`src/rtl/btn_pkg.sv`:
```
// Shared definitions for the push-button debouncer.
// Holds the per-channel FSM state encoding and the counter-width helper.
// Imported by debounce_channel and button_debouncer.
package btn_pkg;

   typedef enum logic [1:0] {
      RELEASED     = 2'd0,
      PRESS_WAIT   = 2'd1,
      PRESSED      = 2'd2,
      RELEASE_WAIT = 2'd3
   } state_t;

   // Width of a counter that must hold values up to max(a,b,c)-1.
   function automatic int cnt_width(input int a, input int b, input int c);
      int m;
      m = a;
      if (b > m) m = b;
      if (c > m) m = c;
      if (m < 2) m = 2;
      return $clog2(m);
   endfunction

endpackage

```
`src/rtl/debounce_channel.sv`:
```
// Single-button conditioner: 2-flop synchroniser, debounce FSM, optional auto-repeat.
// Ports: clk, reset (sync, active-high), btn_raw (async raw input),
//        btn_level (debounced, 1 = pressed), btn_press / btn_release (one-cycle pulses).
module debounce_channel
   import btn_pkg::*;
#(
   parameter int ACTIVE_LOW      = 1,
   parameter int DEBOUNCE_CYCLES = 500000,
   parameter int REPEAT_EN       = 0,
   parameter int REPEAT_DELAY    = 25000000,
   parameter int REPEAT_PERIOD   = 5000000
) (
   input  logic clk,
   input  logic reset,
   input  logic btn_raw,
   output logic btn_level,
   output logic btn_press,
   output logic btn_release
);

   localparam int            CW       = cnt_width(DEBOUNCE_CYCLES, REPEAT_DELAY, REPEAT_PERIOD);
   localparam logic [CW-1:0] DB_LAST  = CW'(DEBOUNCE_CYCLES - 1);
   localparam logic [CW-1:0] DLY_LAST = CW'(REPEAT_DELAY - 1);
   localparam logic [CW-1:0] PER_LAST = CW'(REPEAT_PERIOD - 1);
   localparam logic          IDLE_LVL = (ACTIVE_LOW != 0);
   localparam bit            REP_ON   = (REPEAT_EN != 0);

   logic [1:0]    sync;
   logic          p;
   state_t        state, state_nxt;
   logic [CW-1:0] cnt, cnt_nxt;
   logic          first_done, first_nxt;
   logic          level_nxt, press_nxt, release_nxt;

   // Synchroniser resets to the released level so reset never looks like a press.
   always_ff @(posedge clk) begin
      if (reset) sync <= {2{IDLE_LVL}};
      else       sync <= {sync[0], btn_raw};
   end

   // Normalise to 1 = pressed regardless of board polarity.
   assign p = IDLE_LVL ? ~sync[1] : sync[1];

   always_ff @(posedge clk) begin
      if (reset) begin
         state       <= RELEASED;
         cnt         <= '0;
         first_done  <= 1'b0;
         btn_level   <= 1'b0;
         btn_press   <= 1'b0;
         btn_release <= 1'b0;
      end else begin
         state       <= state_nxt;
         cnt         <= cnt_nxt;
         first_done  <= first_nxt;
         btn_level   <= level_nxt;
         btn_press   <= press_nxt;
         btn_release <= release_nxt;
      end
   end

   always_comb begin
      state_nxt   = state;
      cnt_nxt     = cnt;
      first_nxt   = first_done;
      level_nxt   = btn_level;
      press_nxt   = 1'b0;
      release_nxt = 1'b0;
      case (state)
         RELEASED: begin
            if (p) begin
               state_nxt = PRESS_WAIT;
               cnt_nxt   = '0;
            end
         end
         PRESS_WAIT: begin
            if (!p) begin
               state_nxt = RELEASED;
               cnt_nxt   = '0;
            end else if (cnt == DB_LAST) begin
               state_nxt = PRESSED;
               level_nxt = 1'b1;
               press_nxt = 1'b1;
               cnt_nxt   = '0;
               first_nxt = 1'b0;
            end else begin
               cnt_nxt = cnt + CW'(1);
            end
         end
         PRESSED: begin
            if (!p) begin
               state_nxt = RELEASE_WAIT;
               cnt_nxt   = '0;
            end else if (REP_ON) begin
               // First repeat waits the long delay, later ones the short period.
               if (cnt == (first_done ? PER_LAST : DLY_LAST)) begin
                  press_nxt = 1'b1;
                  cnt_nxt   = '0;
                  first_nxt = 1'b1;
               end else begin
                  cnt_nxt = cnt + CW'(1);
               end
            end
         end
         RELEASE_WAIT: begin
            if (p) begin
               // Release bounce: stay logically pressed, no pulse.
               state_nxt = PRESSED;
               cnt_nxt   = '0;
            end else if (cnt == DB_LAST) begin
               state_nxt   = RELEASED;
               level_nxt   = 1'b0;
               release_nxt = 1'b1;
               cnt_nxt     = '0;
            end else begin
               cnt_nxt = cnt + CW'(1);
            end
         end
         default: begin
            state_nxt = RELEASED;
            cnt_nxt   = '0;
         end
      endcase
   end

endmodule

```
`src/rtl/button_debouncer.sv`:
```
// Debounces NUM_BUTTONS independent push-button inputs.
// Ports: clk, reset (sync, active-high), btn_raw[NUM_BUTTONS] raw inputs,
//        btn_level / btn_press / btn_release per channel, all registered.
module button_debouncer
   import btn_pkg::*;
#(
   parameter int NUM_BUTTONS     = 2,
   parameter int ACTIVE_LOW      = 1,
   parameter int DEBOUNCE_CYCLES = 500000,
   parameter int REPEAT_EN       = 0,
   parameter int REPEAT_DELAY    = 25000000,
   parameter int REPEAT_PERIOD   = 5000000
) (
   input  logic                   clk,
   input  logic                   reset,
   input  logic [NUM_BUTTONS-1:0] btn_raw,
   output logic [NUM_BUTTONS-1:0] btn_level,
   output logic [NUM_BUTTONS-1:0] btn_press,
   output logic [NUM_BUTTONS-1:0] btn_release
);

   for (genvar g = 0; g < NUM_BUTTONS; g++) begin : g_ch
      debounce_channel #(
         .ACTIVE_LOW      (ACTIVE_LOW),
         .DEBOUNCE_CYCLES (DEBOUNCE_CYCLES),
         .REPEAT_EN       (REPEAT_EN),
         .REPEAT_DELAY    (REPEAT_DELAY),
         .REPEAT_PERIOD   (REPEAT_PERIOD)
      ) u_ch (
         .clk         (clk),
         .reset       (reset),
         .btn_raw     (btn_raw[g]),
         .btn_level   (btn_level[g]),
         .btn_press   (btn_press[g]),
         .btn_release (btn_release[g])
      );
   end

endmodule

```
`config.mk`:
```
export PLATFORM = sky130hd
export DESIGN_NAME = button_debouncer
export DESIGN_NICKNAME = d
export VERILOG_FILES = /design/src/rtl/btn_pkg.sv /design/src/rtl/debounce_channel.sv /design/src/rtl/button_debouncer.sv
export SDC_FILE = /design/constraint.sdc
export NUM_CORES = 1
export LEC_CHECK = 0
export CORE_MARGIN = 2
export CORE_UTILIZATION = 48
export DETAILED_ROUTE_END_ITERATION = 8
export PLACE_DENSITY = 0.65
export SLEW_MARGIN = 20
export SYNTH_ARGS = -nofsm -noshare
export SYNTH_HDL_FRONTEND = slang
export SYNTH_HIERARCHICAL = 1
export SYNTH_SLANG_ARGS = --single-unit
```
`constraint.sdc`:
```
create_clock -name clk -period 1.78 [get_ports clk]
set_input_delay 0.267 -clock clk [delete_from_list [all_inputs] [get_ports clk]]
set_output_delay 0.267 -clock clk [all_outputs]
set_load 0.01 [all_outputs]
```
; ---- Yosys cells after proc, flatten, opt, wreduce, memory -nomap -nowiden
; Cells that the tools add are included.
[classes]
n_addsub = 2
mul = 0
div = 0
n_lt_le_gt_ge = 0
eq_ne = 24
shift = 0
muxes = 38
n_bitwise = 6
n_reduce_logical = 14
[ops]
columns = op, n
row1 = 2-to-1 mux 25 bit, 10
row2 = case mux 25 bit (4 select lines), 2
row3 = "adder 25 x 1 -> 25 bit, second input constant", 2
row4 = "== test 25 x 19 -> 1 bit, second input constant", 2
row5 = 2-to-1 mux 2 bit, 12
row6 = "inequality test 2 x 1 -> 1 bit, second input constant", 8
row7 = case mux 2 bit (4 select lines), 2
row8 = OR reduction 3 bit, 4
row9 = 2-to-1 mux 1 bit, 10
row10 = AND reduction 5 bit, 2
row11 = "== test 2 bit, second input constant", 4
row12 = "inequality test 2 bit, second input constant", 4
row13 = AND reduction 4 bit, 2
row14 = "inequality test 3 x 1 -> 1 bit, second input constant", 2
row15 = "inequality test 3 bit, second input constant", 2
row16 = NOT 1 bit, 6
row17 = "== test 2 x 1 -> 1 bit, second input constant", 2
row18 = zero test 2 bit, 2
row19 = case mux 1 bit (2 select lines), 2
row20 = AND reduction 2 bit, 2
row21 = nonzero test 2 bit, 2
[word_totals]
regBits = 64
latch_bits = 0
mem_bits_rw = 0
mem_bits_ro = 0
in_bits = 4
output_inout_bits = 6
n_memories = 0

; ---- Longest topological paths before layout
; Gate-level depths: netlist of run 1.
[depth]
depth_word = 4
mapped_depth = 8

; ---- Hierarchy
; The synthesis of run 1 kept the hierarchy.
[by_module_without_submodules]
columns = mod, n_inst, cells_per_inst, area_per_inst_um2, seq_area_each_um2
row1 = debounce_channel at g_ch[1].u_ch, 1, 198, 1634.1, 640.6
row2 = debounce_channel at g_ch[0].u_ch, 1, 194, 1611.5, 640.6

; ---- Worst setup path after synthesis of run 1
; OpenSTA, ideal clock, no wires.
[synth_timing]
kind = register to register
start = register g_ch[1].u_ch.cnt[0]
end = register g_ch[1].u_ch.cnt[22]
arrival_ps = 1812
slack_ps = -160
path_stages_with_launch = 7
n_path_buf = 0
cell_sequence = dfxtp_1 ha_1 nand4_2 or4_4 nor4_2 nand2b_1 a31oi_1
[synth_via]
elab_chain_len = 4
[synth_lines]
columns = item, line
row1 = "start, declared", debounce_channel.sv:31  ; logic [CW-1:0] cnt, cnt_nxt;
row2 = "start signal, assigned", debounce_channel.sv:54  ; cnt <= cnt_nxt;
row3 = adder 25 x 1 -> 25 bit or == test 25 x 19 -> 1 bit (tied branches), -
row4 = 2-to-1 mux 25 bit *, "debounce_channel.sv:80, debounce_channel.sv:110"
row5 = 2-to-1 mux 25 bit (on tied branches), "debounce_channel.sv:106, debounce_channel.sv:77"
row6 = case mux 25 bit (4 select lines) *, debounce_channel.sv:69  ; case (state)
; Every way passes the cells marked *; elsewhere a longest branch is shown, timed or not.
; A chain may end at the register's enable or synchronous reset.

; ---- Final worst setup path of run 1
[layout_timing]
start = register g_ch[1].u_ch.cnt[14]
end = register g_ch[1].u_ch.cnt[11]
[layout_via]
elab_chain_len = 4
[layout_lines]
columns = item, line
row1 = == test 25 x 19 -> 1 bit *, "debounce_channel.sv:80, debounce_channel.sv:110"
row2 = 2-to-1 mux 25 bit *, "debounce_channel.sv:80, debounce_channel.sv:110"
row3 = 2-to-1 mux 25 bit (on tied branches), "debounce_channel.sv:106, debounce_channel.sv:77"
row4 = case mux 25 bit (4 select lines) *, debounce_channel.sv:69
; Marked as above.

==> results.cfg, run 1 <==
[floorplan]
dieArea_sq_mm = 0.00744
io_pins = 10
core_sq_mm = 0.00646
initial_core_util = 0.503
die_w_microns = 86.2
rows = 29
die_y_microns = 86.2

[logic_synthesis]
yosysTopAreaCell = dfxtp_1
yosys_warnings = 6
synth_edf_count = 0
synth_fa_ha_area_frac = 0.00771
synth-async-reset-ratio = 0
syn_nets = 398
synth_compound_area_frac = 0.185
synth_top_family_by_area = simple AND/OR/NAND/NOR gates
syn_area_sq_mm = 0.00325
synth_cells = 392
synth_mux_area_frac = 0.0216
synth-simple-area-share = 0.322
yosys_most_used_dff = dfxtp_1
yosysSeqAreaShare = 0.395
yosys_register_bits = 64
ys_types = 57
synthTopCellsByArea = dfxtp_1 39%, nand3_1 5.2%, nand2_1 4.9%, a31oi_1 4.2%, a21oi_1 3.7%
synth_xor_area_frac = 0.0193
syn_area_per_cell_sq_um = 8.28
synth_top_cell_area_share = 0.395

[final_layout]
drive_gt1_frac = 0.339
nets = 500
synthToLayoutAreaGrowth_pct = 40.1
final_common_cell = buf_4
diodes = 0
mostFrequentLayoutCells = 90 x buf_4, 51 x dfxtp_1, 41 x nand2_1, 32 x nand3_1, 28 x nor2_1
design_area_sq_mm = 0.00455
finalNonFillerCells = 576
fillers = 484

[critical_path]
crit_type = reg2reg
cp_data_arrival_time_ns = 2.10
max_stage_delay_ns = 0.57
critPathTopFamily = simple AND/OR/NAND/NOR gates
cp.buffers_inverters = 0
critPathCaptureType = register
required_ns = 2.01
critPathMaxFanout = 12
cp_slowest_cell = or4b_4
start_kind = register
worstPathCellList = or4b_4 -> nor3_4 -> a211oi_4 -> and3_1 -> a211o_1

[sta]
period_needed_ns = 1.87
finalSetupTns_ns = -0.540
whs_ns = 0.414
skew_ns = 0.00801
setup_violations = 17
worst_pin_slew_ns = 0.535
rsz0062_at_grt = yes
period_share = 1.05
fmaxAchievable_mhz = 534
hold_viol_final = 0
slew_violations = 0
relSlewSlack = 0.642
fin_ws_ns = -0.0913

[outcome]
status = finished with violations
violations = setup timing

[grt]
grt.overflow.total = 0
grt_pass1_wl_mm = 14.5
grt_pass1_vias = 3235
grt_start_max_net_pins = 16
antenna_found_initial = 0
grt_usage = 0.245

[drt]
num_vias = 3368
routedWlPerCell_microns = 15.0
drt-pass1-iter-count = 5
viasPerCell = 5.85
postRouteWirelength_mm = 8.67
ant_nets = 0
drtIter0Drc = 234
drcViolationCount = 0

[power]
power_frac_seq = 0.505
p_clk_frac = 0.446
switching_power_w = 0.000646
p_sw_frac = 0.225
power-per-cell-area_mw_per_mm2 = 632
p_comb_frac = 0.049
p_leak_nw = 1.81
intPower_w = 0.00223
ir_drop_mv = 0.443

[place]
dp.cells = 551
place.port_buffers = 9
gp_congestion = 0.879
placed_area_sq_mm = 0.00408
hpwl_mm = 5.92

[flow_run]
cap_viol_max_count = 0

[clock_network]
cts.clk_slew.worst_paths_ns = 0.07
clk-insertion-delay-late_ns = 0.35
cts_buffer_depth = 2
htree_levels = 3
cts_root_buf = clkbuf_8
numCtsBuffers = 9
cts_tree = yes
clock_sinks = 64

[min_path]
hold_path_class = reg2reg
==> worst reg2reg max path: stages, from the launching register on <==
cell and delay, ns:
dfxtp_1 0.31, or4b_4 0.57, nor3_4 0.26, a211oi_4 0.16, and3_1 0.20, a211o_1 0.26
==> final timing paths <==
| kind | start | slack [ns] | cells after the start | to |
|---|---|---|---|---|
| max | g_ch[1].u_ch/cnt[14] | -0.09 | 5 | g_ch[1].u_ch/cnt[11] |
| min | g_ch[0].u_ch/sync[0] | 0.41 | 1 | g_ch[0].u_ch/sync[1] |
| max reg2reg | g_ch[1].u_ch/cnt[14] | -0.09 | 5 | g_ch[1].u_ch/cnt[11] |
| min reg2reg | g_ch[0].u_ch/sync[0] | 0.41 | 1 | g_ch[0].u_ch/sync[1] |
==> layer usage <==
layer,share of wire,vias up,track usage
met2,0.46,78,0.399
li1,-,1663,-
met4,0.018,0,0.0994
met5,0,-,0
met3,0.037,13,0.0314
met1,0.49,1614,0.332
==> what timing repair did <==
action	in CTS	in global routing
setup endpoints to repair	26	43
hold buffers	0	0
hold endpoints to repair	0	0
resized for setup	21	22
pin swaps	11	4
buffers inserted	4	4
cloned	2	0
==> cell type report <==
| class | count | area, sq um | area share |
|---|---|---|---|
| inverters | 16 | 60.1 | 0.0132 |
| clock inverters | 3 | 40.0 | 0.00881 |
| well taps | 77 | 96.3 | 0.0212 |
| clock buffers | 13 | 159 | 0.0349 |
| flip-flops and latches | 64 | 1300 | 0.286 |
| multi-input cells | 296 | 1980 | 0.435 |
| repair buffers | 107 | 916 | 0.201 |
==> state kept, by name, summed over array words and instances (netlist names), named ones only <==
| register | count |
|---|---|
| g_ch.u_ch/btn_level | 2 |
| g_ch.u_ch/btn_press | 2 |
| g_ch.u_ch/btn_release | 2 |
| g_ch.u_ch/cnt | 50 |
| g_ch.u_ch/state | 2 |
| g_ch.u_ch/sync | 4 |
==> cells by family after synthesis <==
group | count (synthesis)
buffers and inverters | 32
AOI/OAI and AO/OA | 94
xor gates and xnor gates | 5
adders and majority gates | 2
DFF | 64
muxes | 7
and+or+nand+nor | 188
==> through the flow <==
stage | total power, W | setup WS, ns | util
2_1_floorplan | 0.00155 | -0.0372 | -
3_3_place_gp | 0.00162 | -0.0825 | 0.632
3_5_place_dp | 0.00162 | -0.117 | 0.632
4_1_cts | 0.00289 | -0.0770 | 0.687
5_1_grt | 0.00297 | -0.148 | 0.704
6_report | 0.00287 | -0.0913 | 0.704
==> cell usage after synthesis, types with 7 or more instances <==
| library cell | number |
|---|---|
| a21oi_1 | 24 |
| a31oi_1 | 22 |
| and3_1 | 8 |
| dfxtp_1 | 64 |
| inv_1 | 16 |
| mux2i_1 | 7 |
| nand2_1 | 42 |
| nand3_1 | 34 |
| nand4_1 | 16 |
| nor2_1 | 30 |
| nor3_1 | 8 |
| o21ai_0 | 13 |
==> power groups by stage <==
| stage | clock network, W | logic, W | registers [W] |
|---|---|---|---|
| finish | 0.00128 | 0.000140 | 0.00145 |
| detailed placement | 0 | 0.000133 | 0.00148 |
| global placement | 0 | 0.000131 | 0.00148 |
| global route | 0.00137 | 0.000152 | 0.00145 |
| floorplan | 0 | 0.0000662 | 0.00149 |
| CTS | 0.00131 | 0.000136 | 0.00145 |
(Power assumes the default switching activity.)
==> run 2, diff against run 1 <==
--- a/config.mk
+++ b/config.mk
@@ -7,6 +7,7 @@
 export LEC_CHECK = 0
 export CORE_MARGIN = 2
 export CORE_UTILIZATION = 48
+export CTS_BUF_LIST = sky130_fd_sc_hd__clkbuf_8 sky130_fd_sc_hd__clkbuf_16
 export DETAILED_ROUTE_END_ITERATION = 8
 export PLACE_DENSITY = 0.65
 export SLEW_MARGIN = 20
==> results.cfg, run 2 (synthesis gave the netlist of run 1 again) <==
[sta]
setup_violations = 24
period_needed_ns = 1.91
fin_ws_ns = -0.128
relSlewSlack = 0.726
hold_viol_final = 0
period_share = 1.07
worst_pin_slew_ns = 0.409
fmaxAchievable_mhz = 524
skew_ns = 0.00895
finalSetupTns_ns = -0.996
rsz0062_at_grt = yes
slew_violations = 0

[critical_path]
critPathCaptureType = register
timing.rr.start = g_ch[1].u_ch/cnt[5]
critPathTopFamily = simple AND/OR/NAND/NOR gates
crit_start = g_ch[1].u_ch/cnt[5]
required_ns = 2.01
cp.buffers_inverters = 1
start_kind = register
worstPathCellList = or4_4 -> nor3_4 -> buf_6 -> a211oi_4 -> a21o_1 -> a22o_1
critPathMaxFanout = 8
max_stage_delay_ns = 0.51
cp_slowest_cell = or4_4
crit_type = reg2reg
cp_data_arrival_time_ns = 2.14

[floorplan]
io_pins = 10
die_w_microns = 86.2
die_y_microns = 86.2
rows = 29
core_sq_mm = 0.00646
initial_core_util = 0.503
dieArea_sq_mm = 0.00744

[final_layout]
largest_reg_flops = 50
drive_gt1_frac = 0.387
final_common_cell = buf_4
finalNonFillerCells = 583
reg.largest.list = g_ch.u_ch/cnt: 50 flops, g_ch.u_ch/sync: 4 flops
nets = 507
synthToLayoutAreaGrowth_pct = 45.5
mostFrequentLayoutCells = 88 x buf_4, 47 x dfxtp_1, 41 x nand2_1, 31 x nand3_1, 26 x nor2_1
diodes = 0
largest-register = g_ch.u_ch/cnt
post-route-util = 0.731

[grt]
antenna_found_initial = 0
grt_start_max_net_pins = 16
grt_pass1_wl_mm = 14.5
grt.overflow.total = 0
grt_pass1_vias = 3229
grt_usage = 0.245

[drt]
routedWlPerCell_microns = 16.0
drtIter0Drc = 195
met3_length_microns = 488
drcViolationCount = 0
num_vias = 3465
postRouteWirelength_mm = 9.33
dr_wl_met2_mm = 4.30
ant_nets = 0
topRoutingLayerUsed = met4
viasPerCell = 5.94
drt-pass1-iter-count = 5
wl_met1_mm = 4.39

[power]
ir_drop_mv = 0.436
power_frac_seq = 0.505
p_leak_nw = 1.86
intPower_w = 0.00221
p_comb_frac = 0.051
power-per-cell-area_mw_per_mm2 = 607
p_sw_frac = 0.228
p_clk_frac = 0.444
switching_power_w = 0.000654

[place]
dp.cells = 551
hpwl_mm = 5.92
place.port_buffers = 9
gp_congestion = 0.879

[clock_network]
cts_tree = yes
clk-insertion-delay-late_ns = 0.35
numCtsBuffers = 9
cts_root_buf = clkbuf_8
htree_levels = 3
cts_buffer_depth = 2
cts.clk_slew.worst_paths_ns = 0.07
clock_sinks = 64
cts_hold_buffers = 0

[min_path]
hp-start = g_ch[0].u_ch/sync[0]
hold_path_class = reg2reg

[flow_run]
cap_viol_max_count = 0

[outcome]
status = finished with violations
violations = setup timing
-- run 2: per-stage QoR --
stage	setup WS, ns	hold WS [ns]	area (sq um)	total power [W]
2_1_floorplan	-0.0372	0.371	3290	0.00155
3_3_place_gp	-0.0825	0.394	4080	0.00162
3_5_place_dp	-0.117	0.399	4080	0.00162
4_1_cts	-0.0768	0.418	4430	0.00288
5_1_grt	-0.175	0.432	4720	0.00296
6_report	-0.128	0.415	4720	0.00287
-- run 2: worst paths after layout --
path	to	slack, ns	cells past startpoint
min reg2reg	g_ch[0].u_ch/sync[1]	0.41	1
min	g_ch[0].u_ch/sync[1]	0.41	1
max reg2reg	g_ch[1].u_ch/cnt[14]	-0.13	6
max	g_ch[1].u_ch/cnt[14]	-0.13	6
-- run 2: per-layer routing --
metal  up-vias  track usage
met5         -            0
met4         0       0.0994
met3        15       0.0314
met2       101        0.398
met1      1669        0.332
li1       1680            -
-- run 2: layout make-up --
class | instances | area [sq um]
Multi-Input combinational cell | 297 | 2080
Fill cell | 459 | 1740
Sequential cell | 64 | 1310
Timing Repair Buffer | 113 | 975
Clock buffer | 11 | 151
Tap cell | 77 | 96.3
Inverter | 16 | 60.1
Clock inverter | 5 | 47.5
-- run 2: what timing repair did --
item / CTS / global route
gates resized for setup: 21 / 57
setup buffers: 4 / 10
pin swaps: 12 / 23
cloned: 2 / 2
endpoints found under the setup margin: 26 / 43
-- run 2: power by group through the flow --
| stage | Clock [W] | Combinational (W) | Sequential [W] |
|---|---|---|---|
| 2_1_floorplan | 0 | 0.0000662 | 0.00149 |
| 3_3_place_gp | 0 | 0.000131 | 0.00148 |
| 3_5_place_dp | 0 | 0.000133 | 0.00148 |
| 4_1_cts | 0.00129 | 0.000136 | 0.00145 |
| 5_1_grt | 0.00135 | 0.000158 | 0.00145 |
| 6_report | 0.00127 | 0.000147 | 0.00145 |
-- run 2: worst reg2reg max path, cell delays in order (launching register included) --
cell	delay, ns
dfxtp_4	0.38
or4_4	0.51
nor3_4	0.30
buf_6	0.16
a211oi_4	0.08
a21o_1	0.19
a22o_1	0.18
==> run 3, diff against run 2 <==
--- a/config.mk
+++ b/config.mk
@@ -9,7 +9,7 @@
 export CORE_UTILIZATION = 48
 export CTS_BUF_LIST = sky130_fd_sc_hd__clkbuf_8 sky130_fd_sc_hd__clkbuf_16
 export DETAILED_ROUTE_END_ITERATION = 8
-export PLACE_DENSITY = 0.65
+export PLACE_DENSITY = 0.63
 export SLEW_MARGIN = 20
 export SYNTH_ARGS = -nofsm -noshare
 export SYNTH_HDL_FRONTEND = slang
==> constraint.sdc (replaced) <==
create_clock -name clk -period 2.1 [get_ports clk]
set_input_delay 0.315 -clock clk [delete_from_list [all_inputs] [get_ports clk]]
set_output_delay 0.315 -clock clk [all_outputs]
set_load 0.01 [all_outputs]
==> results.cfg, run 3 (synthesis gave the netlist of run 1 again) <==
[critical_path]
crit_type = reg2reg
critPathMaxFanout = 32
max_stage_delay_ns = 0.51
worstPathCellList = or4b_4 -> nor3_4 -> a211oi_4 -> buf_12 -> and3_1 -> a211o_1
endpoint = g_ch[1].u_ch/cnt[11]
start_kind = register
crit_start = g_ch[1].u_ch/cnt[13]
cp.buffers_inverters = 1
reg2reg_to = g_ch[1].u_ch/cnt[11]
timing.rr.start = g_ch[1].u_ch/cnt[13]
required_ns = 2.33
rrSetupSlack_ns = 0.09
rr_worst_depth = 6
cp_slowest_cell = or4b_4
critPathTopFamily = simple AND/OR/NAND/NOR gates
worst-path-stages = 6
cp_data_arrival_time_ns = 2.24
critPathCaptureType = register

[final_layout]
synthToLayoutAreaGrowth_pct = 16.1
diodes = 0
drive_gt1_frac = 0.145
mostFrequentLayoutCells = 64 x dfxtp_1, 42 x nand2_1, 34 x nand3_1, 30 x nor2_1, 27 x buf_4
largest_reg_flops = 50
largest-register = g_ch.u_ch/cnt
seqCellArea_sq_mm = 0.00128
reg.largest.list = g_ch.u_ch/cnt: 50 flops, g_ch.u_ch/sync: 4 flops
final_common_cell = dfxtp_1
fillers = 605
multi_input_area_sq_mm = 0.00182
nets = 431

[floorplan]
die_w_microns = 86.2
initial_core_util = 0.503
rows = 29
die_y_microns = 86.2
io_pins = 10
core_sq_mm = 0.00646
dieArea_sq_mm = 0.00744

[sta]
relSlewSlack = 0.712
skew_ns = 0.00662
setup_violations = 0
fmaxAchievable_mhz = 498
worst_pin_slew_ns = 0.428
period_needed_ns = 2.01
finalSetupTns_ns = 0
hold_viol_final = 0
fin_ws_ns = 0.0917
period_share = 0.956
slew_violations = 0
rsz0062_at_grt = no

[clock_network]
numCtsBuffers = 9
cts.clk_slew.worst_paths_ns = 0.07
htree_levels = 3
post_cts_buffers = 0
clock_sinks = 64
clk-insertion-delay-late_ns = 0.34
cts_root_buf = clkbuf_8
cts_tree = yes
cts_hold_buffers = 0
cts_buffer_depth = 2

[grt]
grt_start_max_net_pins = 33
antenna_found_initial = 0
grt_pass1_wl_mm = 12.3
grt.overflow.total = 0
grt_pass1_vias = 2705
grt_usage = 0.206

[power]
power-per-cell-area_mw_per_mm2 = 599
ir_drop_mv = 0.384
p_leak_nw = 1.37

[drt]
topRoutingLayerUsed = met4
routedWlPerCell_microns = 13.8
met3_length_microns = 229
dr_wl_met2_mm = 3.40
drcViolationCount = 0
drtIter0Drc = 131
ant_nets = 0
drt-pass1-iter-count = 4
wl_met1_mm = 3.28
postRouteWirelength_mm = 6.99
viasPerCell = 5.76
num_vias = 2915

[min_path]
hold_path_class = reg2reg

[flow_run]
cap_viol_max_count = 0

[place]
gp_congestion = 0.806
place.port_buffers = 9
hpwl_mm = 4.98
post-place-ws_ns = 0.0911

[outcome]
status = complete, no violations
## run 3: repair_timing
item,CTS,global route
endpoints found under the setup margin,0,2
hold endpoints to repair,0,0
gates resized for setup,0,2
## run 3: cell type report
| cell class | count | area share |
|---|---|---|
| inverter | 16 | 0.0159 |
| sequential | 64 | 0.340 |
| clock inverter | 4 | 0.00565 |
| timing repair buffer | 38 | 0.0883 |
| clock buffer | 11 | 0.0402 |
| tap | 77 | 0.0256 |
| multi-input combinational | 296 | 0.484 |
## run 3: stage by stage
stage                     hold slack [ns]   util  cells  cell area (sq um)  power, W
after global routing                0.427  0.583    506               3770   0.00236
after floorplan                     0.389      -    392               3250   0.00132
after global placement              0.393  0.554    491               3580   0.00136
after detailed placement            0.397  0.554    491               3580   0.00136
after CTS                           0.417  0.581    506               3750   0.00230
final                               0.413  0.583    506               3770   0.00225
## run 3: power by group
part / total, W / switching [W] / internal, W
Clock: 0.000923 / 0.000445 / 0.000477
Combinational: 0.000101 / 0.0000566 / 0.0000442
Sequential: 0.00123 / 0.00000830 / 0.00122
## run 3: metal layers
metal | track usage | up-vias
li1 | - | 1526
met3 | 0.0571 | 8
met1 | 0.258 | 1341
met4 | 0.0668 | 0
met5 | 0 | -
met2 | 0.346 | 40
## run 3: worst min-delay path by stage
| stage | startpoint | to | depth (start not counted) | slack [ns] |
|---|---|---|---|---|
| after floorplan | g_ch[0].u_ch/sync[0] | g_ch[0].u_ch/sync[1] | 1 | 0.39 |
| after global placement | g_ch[1].u_ch/sync[0] | g_ch[1].u_ch/sync[1] | 1 | 0.39 |
| after detailed placement | g_ch[1].u_ch/sync[0] | g_ch[1].u_ch/sync[1] | 1 | 0.40 |
| after CTS | g_ch[1].u_ch/sync[0] | g_ch[1].u_ch/sync[1] | 1 | 0.42 |
| after global routing | g_ch[1].u_ch/sync[0] | g_ch[1].u_ch/sync[1] | 1 | 0.43 |
| final | g_ch[1].u_ch/sync[0] | g_ch[1].u_ch/sync[1] | 1 | 0.41 |
